--- src/rtl/mc_ctrl_hs_pkg.sv ---
// Shared definitions for the multicycle RV32I control unit: opcodes,
// state encoding and datapath select encodings.
package mc_ctrl_hs_pkg;

    localparam logic [6:0] OPC_RTYPE  = 7'b0110011;
    localparam logic [6:0] OPC_OPIMM  = 7'b0010011;
    localparam logic [6:0] OPC_LOAD   = 7'b0000011;
    localparam logic [6:0] OPC_STORE  = 7'b0100011;
    localparam logic [6:0] OPC_BRANCH = 7'b1100011;
    localparam logic [6:0] OPC_JAL    = 7'b1101111;
    localparam logic [6:0] OPC_JALR   = 7'b1100111;

    localparam logic [2:0] F3_BEQ  = 3'b000;
    localparam logic [2:0] F3_BNE  = 3'b001;
    localparam logic [2:0] F3_JALR = 3'b000;

    typedef enum logic [3:0] {
        S_FETCH      = 4'd0,
        S_DECODE     = 4'd1,
        S_EXEC_R     = 4'd2,
        S_EXEC_I     = 4'd3,
        S_ADDR       = 4'd4,
        S_LOAD_WAIT  = 4'd5,
        S_LOAD_WB    = 4'd6,
        S_STORE_WAIT = 4'd7,
        S_BRANCH     = 4'd8,
        S_JAL        = 4'd9,
        S_JALR       = 4'd10,
        S_TRAP       = 4'd11
    } state_t;

    localparam logic [1:0] PCSRC_PC4 = 2'b00;
    localparam logic [1:0] PCSRC_IMM = 2'b01;
    localparam logic [1:0] PCSRC_ALU = 2'b10;

    localparam logic [1:0] MTR_ALU = 2'b00;
    localparam logic [1:0] MTR_MDR = 2'b01;
    localparam logic [1:0] MTR_PC4 = 2'b10;

    localparam logic [1:0] ALUB_RS2 = 2'b00;
    localparam logic [1:0] ALUB_IMM = 2'b01;

    localparam logic [1:0] ALUOP_ADD   = 2'b00;
    localparam logic [1:0] ALUOP_SUB   = 2'b01;
    localparam logic [1:0] ALUOP_FUNCT = 2'b10;

    // States in which the controller waits on a memory handshake.
    function automatic logic is_wait_state(input state_t s);
        return (s == S_FETCH) || (s == S_LOAD_WAIT) || (s == S_STORE_WAIT);
    endfunction

endpackage

--- src/rtl/mc_ctrl_hs_if.sv ---
// Controller <-> datapath bundle: instruction fields and memory handshake in,
// datapath controls, trap status and retirement count out.
interface mc_ctrl_hs_if #(parameter int CNT_W = 32);

    logic [6:0]       opcode;
    logic [2:0]       funct3;
    logic [6:0]       funct7;
    logic             zero;
    logic             mem_ready;

    logic             IorD;
    logic             MemRead;
    logic             MemWrite;
    logic             IRWrite;
    logic             PCWrite;
    logic [1:0]       PCSource;
    logic             RegWrite;
    logic [1:0]       MemtoReg;
    logic             ALUSrcA;
    logic [1:0]       ALUSrcB;
    logic [1:0]       ALUOp;
    logic             illegal_instr;
    logic             mem_timeout;
    logic             halted;
    logic             retire;
    logic [CNT_W-1:0] instret;
    logic [3:0]       state_out;

    // Datapath side: supplies instruction fields and memory status.
    modport master (
        output opcode, funct3, funct7, zero, mem_ready,
        input  IorD, MemRead, MemWrite, IRWrite, PCWrite, PCSource, RegWrite,
               MemtoReg, ALUSrcA, ALUSrcB, ALUOp, illegal_instr, mem_timeout,
               halted, retire, instret, state_out
    );

    // Control unit side.
    modport slave (
        input  opcode, funct3, funct7, zero, mem_ready,
        output IorD, MemRead, MemWrite, IRWrite, PCWrite, PCSource, RegWrite,
               MemtoReg, ALUSrcA, ALUSrcB, ALUOp, illegal_instr, mem_timeout,
               halted, retire, instret, state_out
    );

endinterface

--- src/rtl/mc_wait_timer.sv ---
// Counts consecutive not-ready cycles of a memory access and flags when the
// count reaches the configured limit. A limit of 0 never times out.
module mc_wait_timer #(
    parameter int TIMEOUT_CYCLES = 15
) (
    input  logic clock,
    input  logic reset,
    input  logic i_active,
    input  logic i_ready,
    output logic o_timeout
);

    localparam int             CW     = (TIMEOUT_CYCLES < 1) ? 1 : $clog2(TIMEOUT_CYCLES + 1);
    localparam logic [CW-1:0]  LIMIT  = CW'(TIMEOUT_CYCLES);
    localparam logic           ENABLE = (TIMEOUT_CYCLES != 0) ? 1'b1 : 1'b0;

    logic [CW-1:0] r_cnt;

    // Count stalled cycles while waiting; any non-waiting or ready cycle rearms at zero.
    always_ff @(posedge clock) begin
        if (!reset) begin
            r_cnt <= {CW{1'b0}};
        end else if (i_active && !i_ready) begin
            r_cnt <= r_cnt + CW'(1);
        end else begin
            r_cnt <= {CW{1'b0}};
        end
    end

    // A ready in the limit cycle completes the access, so it masks the timeout.
    assign o_timeout = ENABLE && i_active && !i_ready && (r_cnt == LIMIT);

endmodule

--- src/rtl/mc_ctrl_hs.sv ---
// Multicycle RV32I control unit with mem_ready handshake, wait timeout,
// illegal-instruction trap and retired-instruction counter.
module mc_ctrl_hs
    import mc_ctrl_hs_pkg::*;
#(
    parameter int TIMEOUT_CYCLES = 15,
    parameter int CNT_W          = 32
) (
    input  logic         clock,
    input  logic         reset,
    mc_ctrl_hs_if.slave  bus
);

    state_t           r_state;
    state_t           w_next;
    logic [CNT_W-1:0] r_instret;
    logic             w_active;
    logic             w_timeout;
    logic             w_retire;

    assign w_active = is_wait_state(r_state);

    mc_wait_timer #(.TIMEOUT_CYCLES(TIMEOUT_CYCLES)) u_wait_timer (
        .clock     (clock),
        .reset     (reset),
        .i_active  (w_active),
        .i_ready   (bus.mem_ready),
        .o_timeout (w_timeout)
    );

    // State register; reset abandons any access in flight and restarts at FETCH.
    always_ff @(posedge clock) begin
        if (!reset) begin
            r_state <= S_FETCH;
        end else begin
            r_state <= w_next;
        end
    end

    // Retired-instruction counter, wraps naturally at its width.
    always_ff @(posedge clock) begin
        if (!reset) begin
            r_instret <= {CNT_W{1'b0}};
        end else if (w_retire) begin
            r_instret <= r_instret + CNT_W'(1);
        end else begin
            r_instret <= r_instret;
        end
    end

    // Next state and datapath controls; everything idle unless the state asks for it.
    always_comb begin
        w_next            = r_state;
        w_retire          = 1'b0;
        bus.IorD          = 1'b0;
        bus.MemRead       = 1'b0;
        bus.MemWrite      = 1'b0;
        bus.IRWrite       = 1'b0;
        bus.PCWrite       = 1'b0;
        bus.PCSource      = PCSRC_PC4;
        bus.RegWrite      = 1'b0;
        bus.MemtoReg      = MTR_ALU;
        bus.ALUSrcA       = 1'b0;
        bus.ALUSrcB       = ALUB_RS2;
        bus.ALUOp         = ALUOP_ADD;
        bus.illegal_instr = 1'b0;
        bus.mem_timeout   = 1'b0;
        bus.halted        = 1'b0;
        case (r_state)
            S_FETCH: begin
                bus.MemRead = 1'b1;
                if (bus.mem_ready) begin
                    bus.IRWrite = 1'b1;
                    w_next      = S_DECODE;
                end else if (w_timeout) begin
                    bus.mem_timeout = 1'b1;
                    w_next          = S_TRAP;
                end else begin
                    w_next = S_FETCH;
                end
            end
            S_DECODE: begin
                case (bus.opcode)
                    OPC_RTYPE:  w_next = S_EXEC_R;
                    OPC_OPIMM:  w_next = S_EXEC_I;
                    OPC_LOAD:   w_next = S_ADDR;
                    OPC_STORE:  w_next = S_ADDR;
                    OPC_BRANCH: w_next = S_BRANCH;
                    OPC_JAL:    w_next = S_JAL;
                    OPC_JALR:   w_next = S_JALR;
                    default: begin
                        bus.illegal_instr = 1'b1;
                        w_next            = S_TRAP;
                    end
                endcase
            end
            S_EXEC_R, S_EXEC_I: begin
                bus.ALUOp    = ALUOP_FUNCT;
                bus.ALUSrcB  = (r_state == S_EXEC_I) ? ALUB_IMM : ALUB_RS2;
                bus.RegWrite = 1'b1;
                bus.PCWrite  = 1'b1;
                w_retire     = 1'b1;
                w_next       = S_FETCH;
            end
            S_ADDR: begin
                bus.ALUSrcB = ALUB_IMM;
                // IR is still latched, so the opcode picks the access direction.
                if (bus.opcode == OPC_LOAD) begin
                    w_next = S_LOAD_WAIT;
                end else begin
                    w_next = S_STORE_WAIT;
                end
            end
            S_LOAD_WAIT: begin
                bus.IorD    = 1'b1;
                bus.MemRead = 1'b1;
                if (bus.mem_ready) begin
                    w_next = S_LOAD_WB;
                end else if (w_timeout) begin
                    bus.mem_timeout = 1'b1;
                    w_next          = S_TRAP;
                end else begin
                    w_next = S_LOAD_WAIT;
                end
            end
            S_LOAD_WB: begin
                bus.MemtoReg = MTR_MDR;
                bus.RegWrite = 1'b1;
                bus.PCWrite  = 1'b1;
                w_retire     = 1'b1;
                w_next       = S_FETCH;
            end
            S_STORE_WAIT: begin
                bus.IorD     = 1'b1;
                bus.MemWrite = 1'b1;
                if (bus.mem_ready) begin
                    bus.PCWrite = 1'b1;
                    w_retire    = 1'b1;
                    w_next      = S_FETCH;
                end else if (w_timeout) begin
                    bus.mem_timeout = 1'b1;
                    w_next          = S_TRAP;
                end else begin
                    w_next = S_STORE_WAIT;
                end
            end
            S_BRANCH: begin
                bus.ALUOp = ALUOP_SUB;
                case (bus.funct3)
                    F3_BEQ: begin
                        bus.PCWrite  = 1'b1;
                        bus.PCSource = bus.zero ? PCSRC_IMM : PCSRC_PC4;
                        w_retire     = 1'b1;
                        w_next       = S_FETCH;
                    end
                    F3_BNE: begin
                        bus.PCWrite  = 1'b1;
                        bus.PCSource = bus.zero ? PCSRC_PC4 : PCSRC_IMM;
                        w_retire     = 1'b1;
                        w_next       = S_FETCH;
                    end
                    default: begin
                        bus.illegal_instr = 1'b1;
                        w_next            = S_TRAP;
                    end
                endcase
            end
            S_JAL: begin
                bus.RegWrite = 1'b1;
                bus.MemtoReg = MTR_PC4;
                bus.PCWrite  = 1'b1;
                bus.PCSource = PCSRC_IMM;
                w_retire     = 1'b1;
                w_next       = S_FETCH;
            end
            S_JALR: begin
                bus.ALUSrcB = ALUB_IMM;
                if (bus.funct3 == F3_JALR) begin
                    bus.RegWrite = 1'b1;
                    bus.MemtoReg = MTR_PC4;
                    bus.PCWrite  = 1'b1;
                    bus.PCSource = PCSRC_ALU;
                    w_retire     = 1'b1;
                    w_next       = S_FETCH;
                end else begin
                    bus.illegal_instr = 1'b1;
                    w_next            = S_TRAP;
                end
            end
            S_TRAP: begin
                bus.halted = 1'b1;
                w_next     = S_TRAP;
            end
            default: begin
                // Unused encodings are treated as a fault and parked in TRAP.
                w_next = S_TRAP;
            end
        endcase
    end

    assign bus.retire    = w_retire;
    assign bus.instret   = r_instret;
    assign bus.state_out = r_state;

endmodule

--- src/flat_wrapper.sv ---
// flat-port wrapper written by rule: the top's interface ports become plain ports
module mc_ctrl_hs_flat import mc_ctrl_hs_pkg::*;
#(
    parameter int TIMEOUT_CYCLES = 15,
    parameter int CNT_W          = 32
)
  (clock, reset, bus_opcode, bus_funct3, bus_funct7, bus_zero, bus_mem_ready, bus_IorD, bus_MemRead, bus_MemWrite, bus_IRWrite, bus_PCWrite, bus_PCSource, bus_RegWrite, bus_MemtoReg, bus_ALUSrcA, bus_ALUSrcB, bus_ALUOp, bus_illegal_instr, bus_mem_timeout, bus_halted, bus_retire, bus_instret, bus_state_out);
  mc_ctrl_hs_if #(.CNT_W(CNT_W)) bus_i ();
  input  logic clock;
  input  logic reset;
  input wire logic [$bits(bus_i.opcode)-1:0] bus_opcode;
  input wire logic [$bits(bus_i.funct3)-1:0] bus_funct3;
  input wire logic [$bits(bus_i.funct7)-1:0] bus_funct7;
  input wire logic [$bits(bus_i.zero)-1:0] bus_zero;
  input wire logic [$bits(bus_i.mem_ready)-1:0] bus_mem_ready;
  output wire logic [$bits(bus_i.IorD)-1:0] bus_IorD;
  output wire logic [$bits(bus_i.MemRead)-1:0] bus_MemRead;
  output wire logic [$bits(bus_i.MemWrite)-1:0] bus_MemWrite;
  output wire logic [$bits(bus_i.IRWrite)-1:0] bus_IRWrite;
  output wire logic [$bits(bus_i.PCWrite)-1:0] bus_PCWrite;
  output wire logic [$bits(bus_i.PCSource)-1:0] bus_PCSource;
  output wire logic [$bits(bus_i.RegWrite)-1:0] bus_RegWrite;
  output wire logic [$bits(bus_i.MemtoReg)-1:0] bus_MemtoReg;
  output wire logic [$bits(bus_i.ALUSrcA)-1:0] bus_ALUSrcA;
  output wire logic [$bits(bus_i.ALUSrcB)-1:0] bus_ALUSrcB;
  output wire logic [$bits(bus_i.ALUOp)-1:0] bus_ALUOp;
  output wire logic [$bits(bus_i.illegal_instr)-1:0] bus_illegal_instr;
  output wire logic [$bits(bus_i.mem_timeout)-1:0] bus_mem_timeout;
  output wire logic [$bits(bus_i.halted)-1:0] bus_halted;
  output wire logic [$bits(bus_i.retire)-1:0] bus_retire;
  output wire logic [$bits(bus_i.instret)-1:0] bus_instret;
  output wire logic [$bits(bus_i.state_out)-1:0] bus_state_out;
  assign bus_i.opcode = bus_opcode;
  assign bus_i.funct3 = bus_funct3;
  assign bus_i.funct7 = bus_funct7;
  assign bus_i.zero = bus_zero;
  assign bus_i.mem_ready = bus_mem_ready;
  assign bus_IorD = bus_i.IorD;
  assign bus_MemRead = bus_i.MemRead;
  assign bus_MemWrite = bus_i.MemWrite;
  assign bus_IRWrite = bus_i.IRWrite;
  assign bus_PCWrite = bus_i.PCWrite;
  assign bus_PCSource = bus_i.PCSource;
  assign bus_RegWrite = bus_i.RegWrite;
  assign bus_MemtoReg = bus_i.MemtoReg;
  assign bus_ALUSrcA = bus_i.ALUSrcA;
  assign bus_ALUSrcB = bus_i.ALUSrcB;
  assign bus_ALUOp = bus_i.ALUOp;
  assign bus_illegal_instr = bus_i.illegal_instr;
  assign bus_mem_timeout = bus_i.mem_timeout;
  assign bus_halted = bus_i.halted;
  assign bus_retire = bus_i.retire;
  assign bus_instret = bus_i.instret;
  assign bus_state_out = bus_i.state_out;
  mc_ctrl_hs #(.TIMEOUT_CYCLES(TIMEOUT_CYCLES), .CNT_W(CNT_W)) u_core (.clock(clock), .reset(reset), .bus(bus_i));
endmodule
--- config.mk ---
export PLATFORM = sky130hd
export DESIGN_NAME = mc_ctrl_hs_flat
export DESIGN_NICKNAME = d
export VERILOG_FILES = /design/src/rtl/mc_ctrl_hs_pkg.sv /design/src/rtl/mc_ctrl_hs_if.sv /design/src/rtl/mc_wait_timer.sv /design/src/rtl/mc_ctrl_hs.sv /design/src/flat_wrapper.sv
export SDC_FILE = /design/constraint.sdc
export NUM_CORES = 1
export LEC_CHECK = 0
export ABC_AREA = 1
export CORE_MARGIN = 2
export CORE_UTILIZATION = 35
export DETAILED_ROUTE_END_ITERATION = 16
export GPL_TIMING_DRIVEN = 0
export PLACE_DENSITY = 0.65
export SLEW_MARGIN = 20
export SYNTH_ARGS = -nofsm -noshare
export SYNTH_HDL_FRONTEND = slang
export SYNTH_HIERARCHICAL = 1
export SYNTH_SLANG_ARGS = --single-unit
--- constraint.sdc ---
create_clock -name clock -period 1.4 [get_ports clock]
set_input_delay 0.14 -clock clock [delete_from_list [all_inputs] [get_ports clock]]
set_output_delay 0.14 -clock clock [all_outputs]
set_load 0.01 [all_outputs]
==> results of run 1 <==
-- state kept, by name (all words and copies together), names as in the netlist --
name	count
u_core/bus.instret	32
u_core/bus.state_out	4
u_core/u_wait_timer/r_cnt	4
-- cell families (layout without fill, tap and decap cells) --
logic type                 after synthesis  count (layout)  share of synthesized area, %
AOI/OAI and AO/OA                       46              46                          9.04
xor gates and xnor gates                 5               5                          1.67
adders and majority gates                2               2                         0.956
other                                    1               2                         0.143
DFF                                     40              40                          30.6
buffers and inverters                   61             171                          10.7
and+or+nand+nor                        293             293                          46.9
-- layout by cell type, fill, tap and decap left out, types with 5 or more instances in the layout --
master / n
nand2_1: 111
nor2_1: 71
inv_1: 37
nand3_1: 32
clkdlybuf4s50_1: 24
dfxtp_2: 22
a21oi_2: 21
buf_4: 20
buf_6: 19
dlymetal6s2s_1: 18
nand3_2: 17
nand2_4: 15
nor2_2: 13
dfxtp_4: 12
nor2_4: 11
a21oi_1: 10
buf_2: 9
dlygate4sd2_1: 7
nand2_2: 7
dfxtp_1: 6
clkbuf_8: 5
clkbuf_1: 5
buf_12: 5
inv_2: 5
nand4_1: 5
-- per-stage QoR --
step                total power, mW  cells  hold slack, ns  util [%]
global placement               3.03    614           0.446      48.4
global route                   5.60    658           0.496      62.8
finish                         5.35    658           0.467      62.8
CTS                            4.33    646           0.468      53.7
floorplan                      2.36    449           0.261         -
detailed placement             3.02    614           0.455      48.4
-- critical path: stages, from the launching register on --
cell and delay (ns):
dfxtp_4 0.40, nand2_4 0.11, inv_1 0.07, nand2_1 0.11, nand3_2 0.09, nor2_2 0.12, nand2_2 0.08, buf_8 0.13
buf_8 0.11, buf_6 0.10, buf_6 0.11
-- power breakdown --
part	internal, mW	switching (mW)	total [mW]
Clock	0.350	0.407	0.757
Sequential	1.22	0.145	1.36
Combinational	1.62	1.61	3.23
-- per-layer routing --
layer,vias to the layer above,share of wire [%]
met5,-,0
met3,32,5.5
met2,123,50
li1,1645,-
met1,1523,41
met4,0,3.6
-- timing repair --
item,in CTS,in global routing
hold buffers,0,0
pin swaps,17,44
buffers inserted,24,13
resized for setup,145,140
cloned,0,5
setup endpoints to repair,81,67
-- worst min-delay path by stage --
stage | startpoint | to | cells after the start
CTS | u_core/u_wait_timer/r_cnt[0] | u_core/u_wait_timer/r_cnt[0] | 1
global placement | u_core/u_wait_timer/r_cnt[0] | u_core/u_wait_timer/r_cnt[0] | 1
global route | u_core/u_wait_timer/r_cnt[0] | u_core/u_wait_timer/r_cnt[0] | 1
finish | u_core/u_wait_timer/r_cnt[0] | u_core/u_wait_timer/r_cnt[0] | 1
floorplan | reset | u_core/bus.instret[8] | 2
detailed placement | u_core/u_wait_timer/r_cnt[0] | u_core/u_wait_timer/r_cnt[0] | 1
-- layout make-up --
cell class	instances	area, µm²	area share (%)
Multi-Input combinational cell	348	2050	44.9
Clock inverter	1	5.00	0.110
Sequential cell	40	873	19.2
Timing Repair Buffer	101	1080	23.6
Timing Repair inverter	1	11.3	0.247
Tap cell	99	124	2.72
Inverter	48	210	4.61
Clock buffer	7	76.3	1.68
Buffer	13	133	2.91
==> impl_metrics.ini, run 1 <==
[run_status]
run_status = finished, violations left
violations = negative setup slack

[setup_path]
worst_r2r_path_depth = 12
regToRegSetupSlack_ns = -0.41
regToRegEndpoint = u_core/bus.instret[10]
critPathCapture = bus_retire
worstSetupStartpointType = register
r2r-start = u_core/bus.state_out[0]
worst_ep_required_time_ns = 1.26
worstPathMaxFanout = 4
cp-end-kind = primary output
worstPathArrival_ns = 1.73
path_class = register to primary output
startpoint = u_core/bus.state_out[0]

[synthesis]
ys_warn_count = 6
synth_edf_count = 0
yosys.area.top_type = dfxtp_1
synth_cell_types = 27
ys_ff_latch = 40
synth_area_um2 = 2620
syn_inst = 448
synth_ff_type = dfxtp_1
async_flop_share_pct = 0
synth.area.top_cells = dfxtp_1 (31%), nand2_1 (19%), nor2_1 (13%), nand3_1 (9.2%), a21oi_1 (6.5%)
yosysMostFrequentCell = nand2_1
avgSynthCellArea_um2 = 5.84
netlist.area_leader.share_pct = 30.6
synth_commonest_cells = nand2_1 (131), nor2_1 (89), nand3_1 (48)
yosysSeqAreaShare_pct = 30.6

[clock_tree]
clk_latency_ns = 0.30
clkTransAtPathRegs_ns = 0.08
cts_buffers = 5
clock-sinks = 40
clockRootBuffer = clkbuf_8
htreeDepth = 2
cts_max_path_buffers = 2
cts_tree = yes

[place]
post_dp_cell_area_um2 = 3510
io_buffers = 66
dp_hpwl_um = 5700
dp_slack_ns = -0.873
routabilityCongestion = 0.878

[floorplanning]
ioPinCount = 76
start_util_pct = 36.1
core-area_um2 = 7250
die_w_um = 90.5
row_count = 31
die_h_um = 90.5
die_area_um2 = 8180

[global_route]
grt_usage_pct = 20.2
grt_overflow_total = 0
grtUsageMet1_pct = 23.7
antenna_found_initial = 0
busiest_layer = met2
grt_max_degree = 13
grt_pass1_vias = 3107
grt_pass1_wl_um = 13800
use_met2_pct = 34.8
grtUsageMet3_pct = 4.34

[routing]
drc = 0
wl_um = 9330
viasPerCell = 5.05
wl_per_cell_um = 14.2
dr_total_vias = 3323
drt_iter0_drc = 212
drtPass1Iterations = 5
ant_nets = 0

[cells_and_area]
drive_above_1_share_pct = 38.5
stdcell_area_um2 = 4560
antenna_cells = 0
fin_nets = 581
synthToLayoutAreaGrowth_pct = 74.1
fillers = 627

[sta]
fin_ws_ns = -0.468
skew_ns = 0.00937
fin_tns_setup_ns = -15.04
period_needed_ns = 1.87
rsz0062_at_grt = true
fin_crit_sh_pct = 133
setup_viol = 48
worst_pin_slew_ns = 0.642
max_freq_mhz = 535
relSlewSlack_pct = 57.2
hold_viol = 0
finalMaxSlewViolations = 0

[hold_path]
hold_path.class = register to register

[pwr]
p_leak_nw = 2.16
p_per_area_nw_per_um2 = 1170
ir_drop_uv = 781

[job]
maxCapViolations = 0
(Power assumes the default switching activity.)
==> inputs of run 2 (changes only) <==
Settings changed: CAP_MARGIN from default to 30, CELL_PAD_IN_SITES_DETAIL_PLACEMENT from default to 1, CELL_PAD_IN_SITES_GLOBAL_PLACEMENT from default to 1, CORE_UTILIZATION 35 to 29, PLACE_DENSITY 0.65 to 0.78.
==> impl_metrics.ini, run 2 (same netlist as run 1, synthesis figures left out) <==
[floorplanning]
row_count = 34
start_util_pct = 30.0
core-area_um2 = 8720
die_area_um2 = 9800
die_w_um = 99.0
die_h_um = 99.0
ioPinCount = 76

[routing]
drt_iter0_drc = 206
wl_um = 13200
drtPass1Iterations = 4
drc = 0
ant_nets = 0
viasPerCell = 5.29
met1_length_um = 4960
met3_length_um = 572
highest_layer = met4
dr_total_vias = 3597
wl_per_cell_um = 19.4
wl_met2_um = 7010

[hold_path]
min_to = u_core/u_wait_timer/r_cnt[0]
min_delay_path_depth = 1
hp-start = u_core/u_wait_timer/r_cnt[0]
hold_path.class = register to register

[job]
maxCapViolations = 0

[pwr]
p_per_area_nw_per_um2 = 1230
p_leak_nw = 2.35
ir_drop_uv = 713

[setup_path]
cp-end-kind = primary output
worst_r2r_path_depth = 15
worstSetupStartpointType = register
regToRegEndpoint = u_core/bus.instret[27]
worstPathMaxFanout = 4
path_class = register to primary output
r2r-start = u_core/bus.state_out[1]
worstPathArrival_ns = 1.87
worst_ep_required_time_ns = 1.26
regToRegSetupSlack_ns = -0.59

[cells_and_area]
drive_above_1_share_pct = 41.4
final_util_pct = 54.2
stdcell_area_um2 = 4730
largest_reg_flops = 32
antenna_cells = 0
synthToLayoutAreaGrowth_pct = 80.8
layout_commonest_cell = nand2_1
final_cell_mix = nand2_1 (102), nor2_1 (65), nand3_1 (40)
fin_nets = 594
final_cells = 680

[sta]
fin_ws_ns = -0.606
hold_viol = 0
relSlewSlack_pct = 57.0
skew_ns = 0.00857
fin_crit_sh_pct = 143
fin_worst_hold_slack_ns = 0.492
finalMaxSlewViolations = 0
setup_viol = 51
rsz0062_at_grt = true
period_needed_ns = 2.01
worst_pin_slew_ns = 0.645
max_freq_mhz = 498

[global_route]
grt_overflow_total = 0
antenna_found_initial = 0
grt_max_degree = 13
grt_usage_pct = 22.9
grt_pass1_wl_um = 18100
grt_pass1_vias = 3633

[place]
routabilityCongestion = 0.842
post_dp_cell_area_um2 = 3520
dp.cells = 623
dp_hpwl_um = 6710
io_buffers = 66
dp_slack_ns = -0.835

[run_status]
run_status = finished, violations left
violations = negative setup slack

[clock_tree]
cts_buffers = 5
clkTransAtPathRegs_ns = 0.09
clockRootBuffer = clkbuf_8
clk_latency_ns = 0.30
htreeDepth = 2
ctsHoldBuffers = 0
cts_tree = yes
clock-sinks = 40
cts_max_path_buffers = 2
## run 2: cell count changes in the layout (fill, tap and decap cells not counted), moves of 4 or more
cell | previous run | this run
buf_4 | 20 | 30
buf_6 | 19 | 23
clkbuf_16 | 4 | 0
nand2_1 | 111 | 102
nand2_2 | 7 | 18
nand3_1 | 32 | 40
nand3_2 | 17 | 9
nor2_1 | 71 | 65
## run 2: timing repair
action | in CTS | in global routing
gates cloned | 5 | 0
resized for setup | 211 | 102
setup buffers | 31 | 21
endpoints found under the setup margin | 84 | 79
pin swaps | 34 | 33
## run 2: area by class of cell
class	instances	area, µm²
tap	108	135
inverter	48	213
fill	1073	3990
clock buffer	6	82.6
clock inverter	2	10.0
timing repair buffer	115	1220
multi-input combinational	348	2070
timing repair inverter	1	8.76
sequential	40	876
buffer	12	123
## run 2: worst max-delay path by stage
| stage | start | endpoint | slack (ns) | depth (start not counted) |
|---|---|---|---|---|
| 6_report | u_core/bus.state_out[1] | bus_retire | -0.61 | 12 |
| 4_1_cts | u_core/bus.state_out[0] | bus_mem_timeout | -0.47 | 10 |
| 3_3_place_gp | bus_funct3[1] | bus_retire | -0.82 | 10 |
| 5_1_grt | u_core/bus.state_out[1] | u_core/bus.instret[27] | -0.66 | 15 |
| 2_1_floorplan | u_core/bus.state_out[2] | u_core/bus.instret[27] | -0.01 | 11 |
| 3_5_place_dp | bus_funct3[1] | bus_retire | -0.83 | 10 |
## run 2: metal layers
layer | GRT usage (%) | vias to the layer above
li1 | - | 1664
met1 | 25.6 | 1750
met2 | 42.5 | 134
met3 | 4.11 | 49
met4 | 9.48 | 0
met5 | 0 | -
## run 2: where the power goes
part | total [mW] | internal [mW] | leakage [nW] | switching, mW
clock | 0.866 | 0.395 | 0.0510 | 0.471
sequential | 1.36 | 1.21 | 0.344 | 0.143
combinational | 3.60 | 1.80 | 1.95 | 1.80
total | 5.82 | 3.41 | 2.35 | 2.41
## run 2: through the flow
step	TNS (ns)	power [mW]
floorplan	-0.186	2.36
global placement	-15.10	3.05
detailed placement	-16.54	3.05
CTS	-11.23	5.37
global route	-23.35	6.02
finish	-20.22	5.82
## run 2: worst max-delay path, cell delays in order (launching register included)
cell and delay (ns):
dfxtp_4 0.40, nor2_4 0.15, buf_4 0.14, inv_4 0.03
nor2_4 0.09, nand2_2 0.10, nand2_2 0.09, inv_1 0.05
nand2_2 0.10, buf_8 0.12, buf_8 0.11, buf_6 0.09
buf_6 0.09
